[config.mk]
export PLATFORM = sky130hd
export DESIGN_NAME = hpu_prf_wb_arb
export DESIGN_NICKNAME = d
export VERILOG_FILES = /design/src/rtl/hpu_pkg.sv /design/src/rtl/hpu_prf_wb_sel.sv /design/src/rtl/hpu_prf_wb_arb.sv
export SDC_FILE = /design/constraint.sdc
export NUM_CORES = 1
export LEC_CHECK = 0
export CAP_MARGIN = 20
export CORE_MARGIN = 2
export CORE_UTILIZATION = 40
export CTS_BUF_LIST = sky130_fd_sc_hd__clkbuf_4 sky130_fd_sc_hd__clkbuf_8 sky130_fd_sc_hd__clkbuf_16
export DETAILED_ROUTE_END_ITERATION = 16
export PLACE_DENSITY = 0.73
export RECOVER_POWER = 100
export SLEW_MARGIN = 20
export SYNTH_ARGS = -nofsm -noshare
export SYNTH_HDL_FRONTEND = slang
export SYNTH_SLANG_ARGS = --single-unit
[constraint.sdc]
create_clock -name clk_i -period 5 [get_ports clk_i]
set_clock_uncertainty 0.2 [all_clocks]
set_input_delay 1 -clock clk_i [delete_from_list [all_inputs] [get_ports clk_i]]
set_output_delay 1 -clock clk_i [all_outputs]
set_load 0.05 [all_outputs]
[src/rtl/hpu_pkg.sv]
// rtl/hpu_pkg.sv - shared HPU register-file types and widths
package hpu_pkg;

    localparam int PHY_SR_LEN   = 64;
    localparam int PHY_SR_IDX_W = $clog2(PHY_SR_LEN);
    localparam int DATA_WTH     = 32;

    typedef logic [PHY_SR_IDX_W-1:0] phy_sr_index_t;
    typedef logic [DATA_WTH-1:0]     data_t;

endpackage

[src/rtl/hpu_prf_wb_sel.sv]
// rtl/hpu_prf_wb_sel.sv - N-of-M grant selector scanning upward from a rotating pointer
module hpu_prf_wb_sel #(
    parameter int NUM_REQ = 4,
    parameter int NUM_WR  = 2,
    parameter int PTR_W   = 2
) (
    input  logic [NUM_REQ-1:0]            vld_i,
    input  logic [PTR_W-1:0]              ptr_i,
    output logic [NUM_REQ-1:0]            gnt_o,
    output logic [NUM_WR-1:0]             port_vld_o,
    output logic [NUM_WR-1:0][PTR_W-1:0]  port_idx_o,
    output logic [PTR_W-1:0]              last_o,
    output logic                          any_o
);

    int   cnt;
    int   idx;
    logic hit;

    // Only loop variables index the vectors, so every select stays constant after unrolling.
    always_comb begin
        gnt_o      = '0;
        port_vld_o = '0;
        port_idx_o = '0;
        last_o     = '0;
        cnt        = 0;
        idx        = 0;
        hit        = 1'b0;
        for (int i = 0; i < NUM_REQ; i++) begin
            idx = int'(ptr_i) + i;
            if (idx >= NUM_REQ) begin
                idx = idx - NUM_REQ;
            end
            hit = 1'b0;
            for (int r = 0; r < NUM_REQ; r++) begin
                if (r == idx && vld_i[r]) begin
                    hit = 1'b1;
                end
            end
            if (hit && cnt < NUM_WR) begin
                for (int r = 0; r < NUM_REQ; r++) begin
                    if (r == idx) begin
                        gnt_o[r] = 1'b1;
                    end
                end
                for (int k = 0; k < NUM_WR; k++) begin
                    if (k == cnt) begin
                        port_vld_o[k] = 1'b1;
                        port_idx_o[k] = PTR_W'(idx);
                    end
                end
                last_o = PTR_W'(idx);
                cnt    = cnt + 1;
            end
        end
    end

    assign any_o = |gnt_o;

endmodule

[src/rtl/hpu_prf_wb_arb.sv]
// rtl/hpu_prf_wb_arb.sv - PRF writeback arbiter with busy table; HPU_PRF_WB_RR_EN selects round-robin
module hpu_prf_wb_arb
    import hpu_pkg::*;
#(
    parameter int NUM_REQ = 4,
    parameter int NUM_WR  = 2
) (
    input  logic                           clk_i,
    input  logic                           rst_i,
    input  logic [NUM_REQ-1:0]             req_vld_i,
    input  phy_sr_index_t [NUM_REQ-1:0]    req_addr_i,
    input  data_t [NUM_REQ-1:0]            req_data_i,
    output logic [NUM_REQ-1:0]             req_rdy_o,
    output phy_sr_index_t [NUM_WR-1:0]     waddr_o,
    output logic [NUM_WR-1:0]              wr_en_o,
    output data_t [NUM_WR-1:0]             wdata_o,
    input  logic [NUM_WR-1:0]              alloc_en_i,
    input  phy_sr_index_t [NUM_WR-1:0]     alloc_addr_i,
    input  logic                           flush_i,
    output logic [PHY_SR_LEN-1:0]          busy_o
);

    localparam int PTR_W = (NUM_REQ > 1) ? $clog2(NUM_REQ) : 1;

    logic [PTR_W-1:0]             ptr;
    logic [PTR_W-1:0]             last_idx;
    logic                         any_gnt;
    logic [NUM_REQ-1:0]           sel_vld;
    logic [NUM_REQ-1:0]           gnt;
    logic [NUM_WR-1:0]            port_vld;
    logic [NUM_WR-1:0][PTR_W-1:0] port_idx;

    logic [NUM_WR-1:0]            wr_en_nxt;
    phy_sr_index_t [NUM_WR-1:0]   waddr_nxt;
    data_t [NUM_WR-1:0]           wdata_nxt;
    logic [PHY_SR_LEN-1:0]        busy_nxt;

    // Masking valids during reset and flush keeps ready low without a separate gate.
    assign sel_vld   = (rst_i && !flush_i) ? req_vld_i : '0;
    assign req_rdy_o = gnt;

    hpu_prf_wb_sel #(
        .NUM_REQ (NUM_REQ),
        .NUM_WR  (NUM_WR),
        .PTR_W   (PTR_W)
    ) u_sel (
        .vld_i      (sel_vld),
        .ptr_i      (ptr),
        .gnt_o      (gnt),
        .port_vld_o (port_vld),
        .port_idx_o (port_idx),
        .last_o     (last_idx),
        .any_o      (any_gnt)
    );

`ifdef HPU_PRF_WB_RR_EN
    logic [PTR_W-1:0] ptr_q;

    always_ff @(posedge clk_i or negedge rst_i) begin
        if (!rst_i) begin
            ptr_q <= '0;
        end else if (any_gnt) begin
            ptr_q <= (last_idx == PTR_W'(NUM_REQ - 1)) ? '0 : last_idx + PTR_W'(1);
        end
    end

    assign ptr = ptr_q;
`else
    logic sel_unused;

    assign ptr        = '0;
    assign sel_unused = ^{last_idx, any_gnt};
`endif

    // Address 0 is the hardwired zero register: the grant completes but no write happens.
    always_comb begin
        wr_en_nxt = '0;
        waddr_nxt = '0;
        wdata_nxt = '0;
        for (int k = 0; k < NUM_WR; k++) begin
            if (port_vld[k]) begin
                waddr_nxt[k] = req_addr_i[port_idx[k]];
                wdata_nxt[k] = req_data_i[port_idx[k]];
                wr_en_nxt[k] = (req_addr_i[port_idx[k]] != '0);
            end
        end
    end

    always_comb begin
        busy_nxt = busy_o;
        for (int k = 0; k < NUM_WR; k++) begin
            if (wr_en_nxt[k]) begin
                busy_nxt[waddr_nxt[k]] = 1'b0;
            end
        end
        for (int k = 0; k < NUM_WR; k++) begin
            if (alloc_en_i[k]) begin
                busy_nxt[alloc_addr_i[k]] = 1'b1;
            end
        end
        if (flush_i) begin
            busy_nxt = '0;
        end
        busy_nxt[0] = 1'b0;
    end

    always_ff @(posedge clk_i or negedge rst_i) begin
        if (!rst_i) begin
            wr_en_o <= '0;
            waddr_o <= '0;
            wdata_o <= '0;
            busy_o  <= '0;
        end else begin
            wr_en_o <= wr_en_nxt;
            waddr_o <= waddr_nxt;
            wdata_o <= wdata_nxt;
            busy_o  <= busy_nxt;
        end
    end

endmodule
Word level (Yosys, flattened, before mapping)
Cells that the tools add are included.

storage, ports and cells
  bits in registers = 141
  latch bits = 0
  memory bits (writable) = 0
  ROM bits = 0
  input port bits = 173
  output and inout bits = 146
  memories kept = 0

operators by class
  $add $sub $neg = 2
  $mul = 0
  div/mod/pow operators = 0
  order comparisons = 13
  equal/unequal tests = 3
  shift operators = 0
  muxes and demuxes = 58
  bitwise operators = 6
  reductions and logical operators = 14

operators by type and width
  operator                                                            number
  two-way mux 64 bit                                                  5
  two-way mux 32 bit                                                  6
  bitwise AND 64 bit                                                  2
  binary-select mux 32 bit (select 2 bit)                             2
  inverter 64 bit                                                     2
  OR 64 bit                                                           2
  logical NOT 32 bit                                                  3
  equality test 2 x 32 -> 1 bit (first input constant)                2
  < comparator 32 x 3 -> 1 bit (second input constant)                2
  adder 32 x 2 -> 32 bit (second input constant)                      1
  < comparator 6 x 7 -> 1 bit (second input constant)                 4
  binary-select mux 6 bit (select 2 bit)                              2
  demux 1 bit (select 6 bit)                                          4
  greater-or-equal comparator 6 x 1 -> 1 bit (second input constant)  4
  two-way mux 6 bit                                                   4
  two-way mux 1 bit                                                   21
  two-way mux 4 bit                                                   5
  two-way mux 2 bit                                                   8
  nonzero test 6 bit                                                  2
  logical AND 1 bit                                                   8
  < comparator 2 x 3 -> 1 bit (second input constant)                 2
  two-way mux 3 bit                                                   1
  adder 1 x 1 -> 2 bit (second input constant)                        1
  < comparator 1 x 2 -> 1 bit (second input constant)                 1
  other kinds (2)                                                     2

Longest topological paths before layout
Gate-level depths: netlist of run 1.

  depth in word-level cells = 31
  mapped depth = 19
  depth with buffers taken out = 14

Hierarchy
A second synthesis of run 1 with hierarchy kept.

second synthesis, totals
  cell total of the unflattened synthesis = 800
  area total of the unflattened synthesis = 9,165.0 µm²

by module, submodules not included
  module          times used  cells an instance  area an instance (µm²)  seq. area each (µm²)
  hpu_prf_wb_arb  1           716                8,549.4                 3,528.4
  hpu_prf_wb_sel  1           84                 615.6                   0.0

Least setup slack after synthesis of run 1
Ideal clock, no wire load.

  path kind = in2reg
  start = in flush_i
  end = reg busy_o[34]
  library setup time = 0.136 ns
  arrival = 4.976 ns
  data required time = 4.664 ns
  setup slack = -0.312 ns
  stages on the path = 17
  path buffers = 3
  path through = clkbuf_1 -> nor2b_1 -> nand2_1 -> inv_1 -> ha_1 -> and4bb_1 -> buf_6 -> inv_2 -> fa_1 -> and4b_1 -> buf_6 -> a41oi_2 -> mux4_2 -> nor4b_4 -> nand2_1 -> o211ai_1 -> a21oi_1

between the ends
  cells in the longest elaborated chain, start to end = 31
  elaborated cells on any way between the ends = 74

RTL lines
  what                                 line                   text
  start: declaration                   hpu_prf_wb_arb.sv:19   input logic flush_i,
  logical NOT 1 bit                    hpu_prf_wb_arb.sv:39   assign sel_vld = (rst_i && !flush_i) ? req_vld_i : '0;
  logical AND 1 bit                    hpu_prf_wb_arb.sv:39
  two-way mux 4 bit                    hpu_prf_wb_arb.sv:39
  two-way mux 1 bit                    hpu_prf_wb_sel.sv:36   if (r == idx && vld_i[r]) begin
  two-way mux 1 bit                    hpu_prf_wb_sel.sv:40   if (hit && cnt < NUM_WR) begin
  < comparator 1 x 2 -> 1 bit          hpu_prf_wb_sel.sv:40
  logical AND 1 bit                    hpu_prf_wb_sel.sv:40
  two-way mux 32 bit                   hpu_prf_wb_sel.sv:40
  [16 not listed]                      n/a
  bitwise AND 64 bit (no source line)  n/a
  two-way mux 64 bit                   hpu_prf_wb_arb.sv:92   if (wr_en_nxt[k]) begin
  OR 64 bit (no source line)           n/a
  two-way mux 64 bit                   hpu_prf_wb_arb.sv:97   if (alloc_en_i[k]) begin
  OR 64 bit (no source line)           n/a
  two-way mux 64 bit                   hpu_prf_wb_arb.sv:97
  two-way mux 64 bit *                 hpu_prf_wb_arb.sv:101  if (flush_i) begin
  named net busy_nxt[34]               hpu_prf_wb_arb.sv:36   logic [PHY_SR_LEN-1:0] busy_nxt;
  end signal: assignment               hpu_prf_wb_arb.sv:117  busy_o <= busy_nxt;
  end: declaration                     hpu_prf_wb_arb.sv:20   output logic [PHY_SR_LEN-1:0] busy_o

Mark *: on every way through the listed nets, which the timed path passes. The rest lies on a longest branch. The select of a mux whose other input is x is not followed.

Final worst setup path of run 1
  start = in req_vld_i[1]
  end = reg busy_o[20]

between the ends
  cells in the longest elaborated chain, start to end = 27
  elaborated cells on any way between the ends = 59

RTL lines
  what                                                                line                                        text
  start: declaration                                                  hpu_prf_wb_arb.sv:10                        input logic [NUM_REQ-1:0] req_vld_i,
  two-way mux 4 bit *                                                 hpu_prf_wb_arb.sv:39
  two-way mux 1 bit *                                                 hpu_prf_wb_sel.sv:36
  logical AND 1 bit *                                                 hpu_prf_wb_sel.sv:40
  two-way mux 32 bit                                                  hpu_prf_wb_sel.sv:40
  < comparator 32 x 3 -> 1 bit                                        hpu_prf_wb_sel.sv:40
  logical AND 1 bit                                                   hpu_prf_wb_sel.sv:40
  two-way mux 32 bit                                                  hpu_prf_wb_sel.sv:40
  < comparator 32 x 3 -> 1 bit or logical NOT 32 bit (tied branches)  hpu_prf_wb_sel.sv:40, hpu_prf_wb_sel.sv:47
  [12 not listed]                                                     n/a
  bitwise AND 64 bit (no source line)                                 n/a
  two-way mux 64 bit *                                                hpu_prf_wb_arb.sv:92
  OR 64 bit (no source line)                                          n/a
  two-way mux 64 bit *                                                hpu_prf_wb_arb.sv:97
  OR 64 bit (no source line)                                          n/a
  two-way mux 64 bit *                                                hpu_prf_wb_arb.sv:97
  two-way mux 64 bit *                                                hpu_prf_wb_arb.sv:101
  named net busy_nxt[20]                                              hpu_prf_wb_arb.sv:36

Marks and branches as above.

==> results of run 1 <==
cell usage after synthesis (2+ instances only):
master,number
dfrtp_1,141
nand2_1,75
a21oi_1,70
mux2i_1,67
o211ai_1,63
a22oi_1,47
and2_1,44
mux4_2,38
a221oi_1,32
clkbuf_1,32
nor2_1,25
buf_2,19
nand3_1,18
a32oi_1,17
buf_1,9
nand2b_1,9
nor3_1,9
and4b_1,7
nor3b_1,6
nor4b_4,6
and3_1,5
and3b_1,5
nor2b_1,5
o21ai_0,5
buf_4,4
ha_1,4
inv_1,4
nand3_2,4
nand4b_1,4
and4_1,3
nor3_2,3
o221a_2,3
o221ai_1,3
a21o_1,2
buf_6,2
inv_2,2
nand2_2,2
o21ai_1,2
worst paths after layout:
| check | cells past startpoint | end | startpoint | slack (ps) |
|---|---|---|---|---|
| setup / recovery | 15 | busy_o[20] | req_vld_i[1] | 280 |
| max in group asynchronous | 4 | busy_o[53] | rst_i | 780 |
| hold reg to reg | 2 | busy_o[34] | busy_o[34] | 360 |
| hold / removal | 2 | busy_o[34] | busy_o[34] | 360 |
| setup reg to reg | 2 | busy_o[25] | busy_o[25] | 4030 |
| min in group asynchronous | 2 | waddr_o[10] | rst_i | 800 |
sequential cells by signal, summed over array words and instances, names as in the netlist:
name,cells
busy_o,63
waddr_o,12
wdata_o,64
wr_en_o,2
critical path: stages:
cell             delay [ps]
clkdlybuf4s50_1         420
nand2_2                 130
clkinvlp_4              160
ha_4                    180
and4bb_1                260
inv_1                    70
fa_1                    370
and4b_1                 320
a41oi_4                 440
nand3_1                 150
o221ai_1                120
clkbuf_1                300
nand3_1                 420
o211ai_1                340
a21oi_1                 100
metal layers:
| layer | up-vias | part of all wire (%) | GRT usage (%) |
|---|---|---|---|
| li1 | 3828 | - | - |
| met3 | 119 | 9.4 | 8.174 |
| met1 | 4461 | 40 | 43.64 |
| met5 | - | 0 | 0 |
| met4 | 0 | 4.1 | 12.78 |
| met2 | 594 | 46 | 49.64 |
final cells by class:
| type | count | area (sq um) |
|---|---|---|
| Clock buffer | 19 | 446.7 |
| Sequential cell | 141 | 3528 |
| Tap cell | 275 | 344.1 |
| Multi-Input combinational cell | 603 | 4918 |
| Antenna cell | 2 | 5.005 |
| Clock inverter | 13 | 165.2 |
| Timing Repair Buffer | 367 | 3525 |
| Fill cell | 1784 | 8258 |
| Inverter | 6 | 30.03 |
report_power, final:
| group | internal, mW | total, mW | switching (mW) |
|---|---|---|---|
| Combinational | 0.341 | 0.876 | 0.535 |
| Sequential | 1.19 | 1.21 | 0.0172 |
| Clock | 0.807 | 1.33 | 0.528 |
| Total | 2.34 | 3.42 | 1.08 |
cell families (layout without fill, tap and decap cells):
logic type	after synthesis	in the layout	synth area share [%]
AND/OR/NAND/NOR	239	239	16.41
buffers and inverters	72	405	3.721
adder cells (fa/ha/maj)	5	5	0.8045
flip-flops	141	141	40.51
multiplexers	105	105	17.53
AO/OA/AOI/OAI	253	253	20.99
other	1	3	0.04306
==> impl_metrics.toml, run 1 <==
[outcome]
status = "finished with violations"
failed_checks = "capacitance limit, slew limit"

[sta]
worst_slew_pin_slew_ps = 1599
slew_violations = 32
finalHoldViolations = 0
rsz0062_at_grt = "no"
slew_headroom_pct = -6.629
fmax_mhz = 212.1
finalCriticalPeriod_ps = 4716
fin_setup_tns_ps = 0
setup_viol = 0
whs_ps = 362.5
setup_ws_ps = 284.2
fin_crit_sh_pct = 94.32

[final_layout]
instances_no_fill = 1426
mostFrequentLayoutCells = "170 x clkdlybuf4s50_1, 143 x dlygate4sd3_1, 141 x dfrtp_1, 73 x nand2_1, 69 x a21oi_1"
fin_nets = 1314
drive_gt1_share_pct = 13.14
final_common_cell = "clkdlybuf4s50_1"
fin_util_pct = 61.08
syn2layout_area_growth_pct = 48.83
final_cell_area_sq_mm = 0.01296

[job]
maxCapViolCount = 1

[cts]
ctsResizeCount = 0
cts_setup_buffers = 0
clk_pin_slew_worst_paths_ps = 60
hold_buffers = 0
insertion_delay_ps = 420
cts_tree = "done"
clk_path_buf_depth = 2
cts_root_buffer = "clkbuf_16"
cts-buffers-inserted = 17
cts.sinks = 141
htreeDepth = 4

[synth]
synth_area_leaders = "dfrtp_1 41%, mux4_2 9.8%, mux2i_1 7.7%, o211ai_1 5.4%, a22oi_1 4.1%"
synth_top_cell_by_area = "dfrtp_1"
syn-cell-area_sq_mm = 0.008710
yosysUniqueCellTypes = 58
synthCells = 816
synth_top_area_share_pct = 40.51
synth_flop_cell = "dfrtp_1"
synth.avg_cell_area_sq_um = 10.67
synth_fp_nets = 994
synth-seq-area-share_pct = 40.51
async_flop_share_pct = 100.0
yosys_warnings = 0
ys_ff_latch = 141
synth_edf_count = 0

[placement]
hpwl_um = 27650
postPlaceCellArea_sq_mm = 0.01241
place.gp.congestion = 1.003
pre_cts_slack_ps = -41.96
dp_cells = 1391
numPortBuffers = 317

[setup_path]
arrival_ps = 4790
critPathKind = "input port to flop"
crit_fanout = 8
startpoint_type = "input port"
required_ps = 5080
crit_path_end_kind = "flop"

[power_and_ir_drop]
power_density_mw_per_mm2 = 263.9
power_leakage_nw = 5.481
vdd_drop_max_mv = 0.1836
power_mw = 3.421

[floorplan]
start_util_pct = 41.04
rows = 53
die_w_um = 151.6
die_h_um = 151.6
fp.dieArea_sq_mm = 0.02297
core_sq_mm = 0.02122
pin_count = 319

[detailed_routing]
vias = 9002
wl_per_cell_um = 25.67
dr.pass1.iters = 8
ant_nets = 0
routed_wl_um = 36610
via_per_inst = 6.313
drc = 0
drtIter0Drc = 1007

[grt]
antenna_found_initial = 2
globalRouteTotalUtil_pct = 32.21
grt_pass1_vias = 8926
grt_start_max_net_pins = 78
grt.overflow.total = 0
grt_pass1_wl_um = 54870

[hold_path]
hold_path_class = "flop to flop"
Power figures use the tool's default switching activity.
==> inputs of run 2 (changes only) <==
--- a/config.mk
+++ b/config.mk
@@ -12,7 +12,6 @@
 export DETAILED_ROUTE_END_ITERATION = 16
 export PLACE_DENSITY = 0.73
 export RECOVER_POWER = 100
-export SLEW_MARGIN = 20
 export SYNTH_ARGS = -nofsm -noshare
 export SYNTH_HDL_FRONTEND = slang
 export SYNTH_SLANG_ARGS = --single-unit
==> run 2 against run 1 <==
  * The run still ends with capacitance limit, slew limit left
  * Sequential power barely moved
  * Core utilization fell by 0.088 points
  * Non-clock buffer count is the same
  * Die area unchanged
  * Sequential share of layout area is essentially flat
  * Register-to-register slack about the same
  * Hold slack got worse by 3.3 ps
  * Critical endpoint is now wdata_o[50]
==> impl_metrics.toml, run 2 (synthesized netlist as in run 1, its figures left out) <==
[setup_path]
crit_path_end_kind = "flop"
r2r_cells = 2
startpoint_type = "input port"
crit_fanout = 25
required_ps = 5020
arrival_ps = 4750
critPathKind = "input port to flop"

[job]
maxCapViolCount = 1

[power_and_ir_drop]
p_int_mw = 2.305
power_leakage_nw = 5.465
power_frac_seq_pct = 35.8
switching_power_mw = 1.081
power_mw = 3.386
power_density_mw_per_mm2 = 261.6
combinationalPowerShare_pct = 25.8
p_clk_share_pct = 38.4
switching_share_pct = 31.91
vdd_drop_max_mv = 0.1982

[final_layout]
reg_top3 = "wdata_o: 64 flops, busy_o: 63 flops, waddr_o: 12 flops"
fin_nets = 1314
mostFrequentLayoutCells = "170 x clkdlybuf4s50_1, 143 x dlygate4sd3_1, 141 x dfrtp_1, 73 x nand2_1, 69 x a21oi_1"
seq_area_sq_mm = 0.003528
drive_gt1_share_pct = 13.23
largest_register = "wdata_o"
largest_reg_flops = 64
fillers = 1805
final_common_cell = "clkdlybuf4s50_1"
syn2layout_area_growth_pct = 48.61
multi_input_area_sq_mm = 0.004913

[floorplan]
rows = 53
core_sq_mm = 0.02122
fp.dieArea_sq_mm = 0.02297
die_w_um = 151.6
die_h_um = 151.6
pin_count = 319
start_util_pct = 41.04

[outcome]
failed_checks = "capacitance limit, slew limit"
status = "finished with violations"

[grt]
grt_pass1_wl_um = 54900
grt_pass1_vias = 8968
grt_start_max_net_pins = 78
grt.overflow.total = 0
globalRouteTotalUtil_pct = 32.18
antenna_found_initial = 3

[cts]
ctsResizeCount = 0
clk_pin_slew_worst_paths_ps = 60
cts_setup_buffers = 0
cts_tree = "done"
cts_root_buffer = "clkbuf_16"
cts-buffers-inserted = 17
insertion_delay_ps = 420
htreeDepth = 4
hold_buffers = 0
clk_path_buf_depth = 2
cts.sinks = 141

[sta]
finalCriticalPeriod_ps = 4721
finalHoldViolations = 0
fmax_mhz = 211.8
rsz0062_at_grt = "no"
fin_crit_sh_pct = 94.41
slew_violations = 78
worst_slew_pin_slew_ps = 1961
setup_viol = 0
fin_setup_tns_ps = 0
slew_headroom_pct = -30.74

[detailed_routing]
dr.pass1.iters = 6
ant_nets = 0
drtIter0Drc = 985
drc = 0
vias = 8942
via_per_inst = 6.266
wl_per_cell_um = 25.66
routed_wl_um = 36620

[placement]
numPortBuffers = 317
hpwl_um = 27620
place.gp.congestion = 1.003

[hold_path]
min_path_cells = 2
hold_path_class = "flop to flop"
[run 2: cell type report]
class                      count  area share (%)
antenna                        3         0.05800
inverter                       6          0.2320
sequential                   141           27.26
clock inverter                12           1.054
timing repair buffer         367           27.22
multi-input combinational    603           37.96
clock buffer                  20           3.557
tap                          275           2.658
[run 2: power by group through the flow]
| stage | combinational (mW) | sequential, mW | clock [mW] |
|---|---|---|---|
| after floorplan | 0.289 | 1.42 | 0 |
| after global placement | 0.886 | 1.23 | 0 |
| after detailed placement | 0.893 | 1.23 | 0 |
| after CTS | 0.896 | 1.21 | 1.31 |
| after global routing | 0.919 | 1.22 | 1.36 |
| final | 0.875 | 1.21 | 1.30 |
[run 2: worst paths after layout]
kind	slack, ps	endpoint	startpoint
worst max-delay path	280	wdata_o[50]	req_vld_i[1]
worst max register to register	4030	busy_o[62]	busy_o[62]
worst min register to register	360	busy_o[34]	busy_o[34]
worst min-delay path	360	busy_o[34]	busy_o[34]
min in group asynchronous	830	waddr_o[10]	rst_i
max in group asynchronous	1350	busy_o[6]	rst_i
[run 2: per-layer routing]
| metal | routed length, um | global-route usage [%] |
|---|---|---|
| met1 | 14790 | 43.59 |
| met2 | 16750 | 49.25 |
| met3 | 3508 | 7.605 |
| met4 | 1563 | 14.31 |
| met5 | 0 | 0 |
[run 2: stage by stage]
stage | instances | hold slack, ps | setup slack [ps] | util (%) | cell area (sq um)
final | 1427 | 359.2 | 279.3 | 61.00 | 12940
after CTS | 1424 | 369.1 | 381.8 | 61.30 | 13010
after detailed placement | 1392 | 357.8 | -38.74 | 58.48 | 12410
after global routing | 1427 | 384.3 | 25.09 | 61.00 | 12940
after global placement | 1391 | 348.4 | 39.73 | 58.45 | 12400
after floorplan | 816 | 504.4 | 1.335 | - | 8743
[run 2: worst max-delay path, cell delays in order]
cell	delay, ps
clkdlybuf4s50_1	420
nand2_2	130
clkinvlp_4	160
ha_4	190
and4bb_1	270
inv_2	50
fa_1	580
inv_1	150
a221oi_2	540
clkbuf_2	580
clkbuf_2	500
a221oi_1	160
==> inputs of run 3 (changes only) <==
--- a/config.mk
+++ b/config.mk
@@ -5,7 +5,6 @@
 export SDC_FILE = /design/constraint.sdc
 export NUM_CORES = 1
 export LEC_CHECK = 0
-export CAP_MARGIN = 20
 export CORE_MARGIN = 2
 export CORE_UTILIZATION = 40
 export CTS_BUF_LIST = sky130_fd_sc_hd__clkbuf_4 sky130_fd_sc_hd__clkbuf_8 sky130_fd_sc_hd__clkbuf_16
==> run 3 against run 2 <==
  * The flow still finishes with violations (capacitance limit, slew limit)
  * Hold slack better by 3.4 ps
  * Setup slack worse by 15 ps
  * Sequential power about the same
  * Sequential share of layout area about the same
  * Die area unchanged
  * Non-clock buffer count down 1
  * Combinational power about the same
  * Global-route usage up 0.13 points
  * Clock power about the same
  * Total power about the same
  * Clock-buffer cell count down 2
  * Critical path type unchanged
==> impl_metrics.toml, run 3 (synthesized netlist as in run 1, its figures left out) <==
[floorplan]
die_w_um = 151.6
fp.dieArea_sq_mm = 0.02297
core_sq_mm = 0.02122
start_util_pct = 41.04
rows = 53
pin_count = 319
die_h_um = 151.6

[hold_path]
hold_path_class = "flop to flop"
min_path_cells = 2
worstHoldStart = "busy_o[38]"
holdPathEnd = "busy_o[38]"

[power_and_ir_drop]
power_leakage_nw = 5.454
vdd_drop_max_mv = 0.1811
p_clk_share_pct = 38.4
switching_share_pct = 32.36
power_density_mw_per_mm2 = 262.0
switching_power_mw = 1.096
power_frac_seq_pct = 35.8
combinationalPowerShare_pct = 25.8
p_int_mw = 2.290

[outcome]
status = "finished with violations"
failed_checks = "capacitance limit, slew limit"

[placement]
place.gp.congestion = 1.003
dp_cells = 1391
numPortBuffers = 317
pre_cts_slack_ps = -36.21
hpwl_um = 27620

[setup_path]
r2r_setup_slack_ps = 4010
cp.buffers_inverters = 4
crit_path_end_kind = "flop"
path_depth = 15
crit_chain = "clkdlybuf4s50_1, nand2_2, clkinvlp_4, ha_1, and4bb_1, inv_1, fa_1, and4b_1, a41oi_4, buf_4, mux4_2, and4_1, nand2_1, o211ai_1, a21oi_1"
arrival_ps = 4820
critPathKind = "input port to flop"
startpoint_type = "input port"
crit_fanout = 9
crit_family = "simple AND/OR/NAND/NOR gates"
worst_path_largest_cell_delay_ps = 670
r2r-start = "busy_o[25]"
required_ps = 5080
r2r_cells = 2
critPathSlowestCell = "and4_1"
reg2reg_to = "busy_o[25]"

[sta]
fin_setup_tns_ps = 0
slew_violations = 78
fin_crit_sh_pct = 94.72
setup_viol = 0
slew_headroom_pct = -30.43
finalHoldViolations = 0
setup_ws_ps = 264.2
worst_slew_pin_slew_ps = 1956
rsz0062_at_grt = "no"
finalCriticalPeriod_ps = 4736
fmax_mhz = 211.2

[grt]
grt_start_max_net_pins = 78
grt_pass1_vias = 8974
grt.overflow.total = 0
globalRouteTotalUtil_pct = 32.31
antenna_found_initial = 3
grt_pass1_wl_um = 54920

[cts]
cts_root_buffer = "clkbuf_16"
insertion_delay_ps = 430
cts_setup_buffers = 0
htreeDepth = 4
clk_path_buf_depth = 2
hold_buffers = 0
cts_tree = "done"
cts.sinks = 141
ctsResizeCount = 0
cts-buffers-inserted = 17
clk_pin_slew_worst_paths_ps = 60

[final_layout]
fin_nets = 1313
drive_gt1_share_pct = 12.98
syn2layout_area_growth_pct = 48.38
mostFrequentLayoutCells = "170 x clkdlybuf4s50_1, 143 x dlygate4sd3_1, 141 x dfrtp_1, 73 x nand2_1, 69 x a21oi_1"
largest_register = "wdata_o"
final_common_cell = "clkdlybuf4s50_1"
fin_util_pct = 60.90
instances_no_fill = 1425
reg_top3 = "wdata_o: 64 flops, busy_o: 63 flops, waddr_o: 12 flops"
largest_reg_flops = 64

[detailed_routing]
dr.pass1.iters = 7
drc = 0
drtIter0Drc = 959
ant_nets = 0
vias = 8959
via_per_inst = 6.287
wl_per_cell_um = 25.64
routed_wl_um = 36540

[job]
maxCapViolCount = 1
[run 3: worst register-to-register path, delay by kind of cell (launching register included)]
| kind | cells | cell delay [ps] |
|---|---|---|
| flops | 1 | 400 |
| compound gates | 2 | 230 |
[run 3: worst max-delay path by stage]
stage / from / endpoint / slack (ps)
2_1_floorplan: flush_i / busy_o[20] / 1
6_report: req_vld_i[1] / busy_o[23] / 260
3_3_place_gp: req_vld_i[1] / busy_o[55] / 40
4_1_cts: req_vld_i[1] / busy_o[23] / 350
3_5_place_dp: req_vld_i[1] / busy_o[23] / -40
5_1_grt: req_vld_i[1] / busy_o[23] / 40
[run 3: cell type report]
cell class | count | area [sq um]
Antenna cell | 2 | 5.005
Clock buffer | 18 | 439.2
Clock inverter | 14 | 156.4
Fill cell | 1811 | 8297
Inverter | 6 | 30.03
Multi-Input combinational cell | 603 | 4906
Sequential cell | 141 | 3528
Tap cell | 275 | 344.1
Timing Repair Buffer | 366 | 3515
[run 3: layer usage]
metal	GRT usage (%)	vias up	routed length, um
met5	0	-	0
met4	14.63	0	1625
met3	7.395	112	3430
met2	49.43	569	16740
met1	43.84	4439	14740
li1	-	3839	-
[run 3: power groups by stage]
stage               sequential, mW  combinational [mW]  clock [mW]
floorplan                     1.42               0.289           0
global route                  1.22               0.916        1.37
CTS                           1.21               0.896        1.31
detailed placement            1.23               0.893           0
finish                        1.21               0.874        1.30
global placement              1.23               0.886           0
[run 3: per-stage QoR]
step	total power, mW	instance area (sq um)	hold slack [ps]
final	3.386	12920	362.6
after global routing	3.500	12920	385.1
after CTS	3.421	13000	370.8
after detailed placement	2.127	12400	359.9
after global placement	2.119	12400	348.4
after floorplan	1.712	8743	504.4
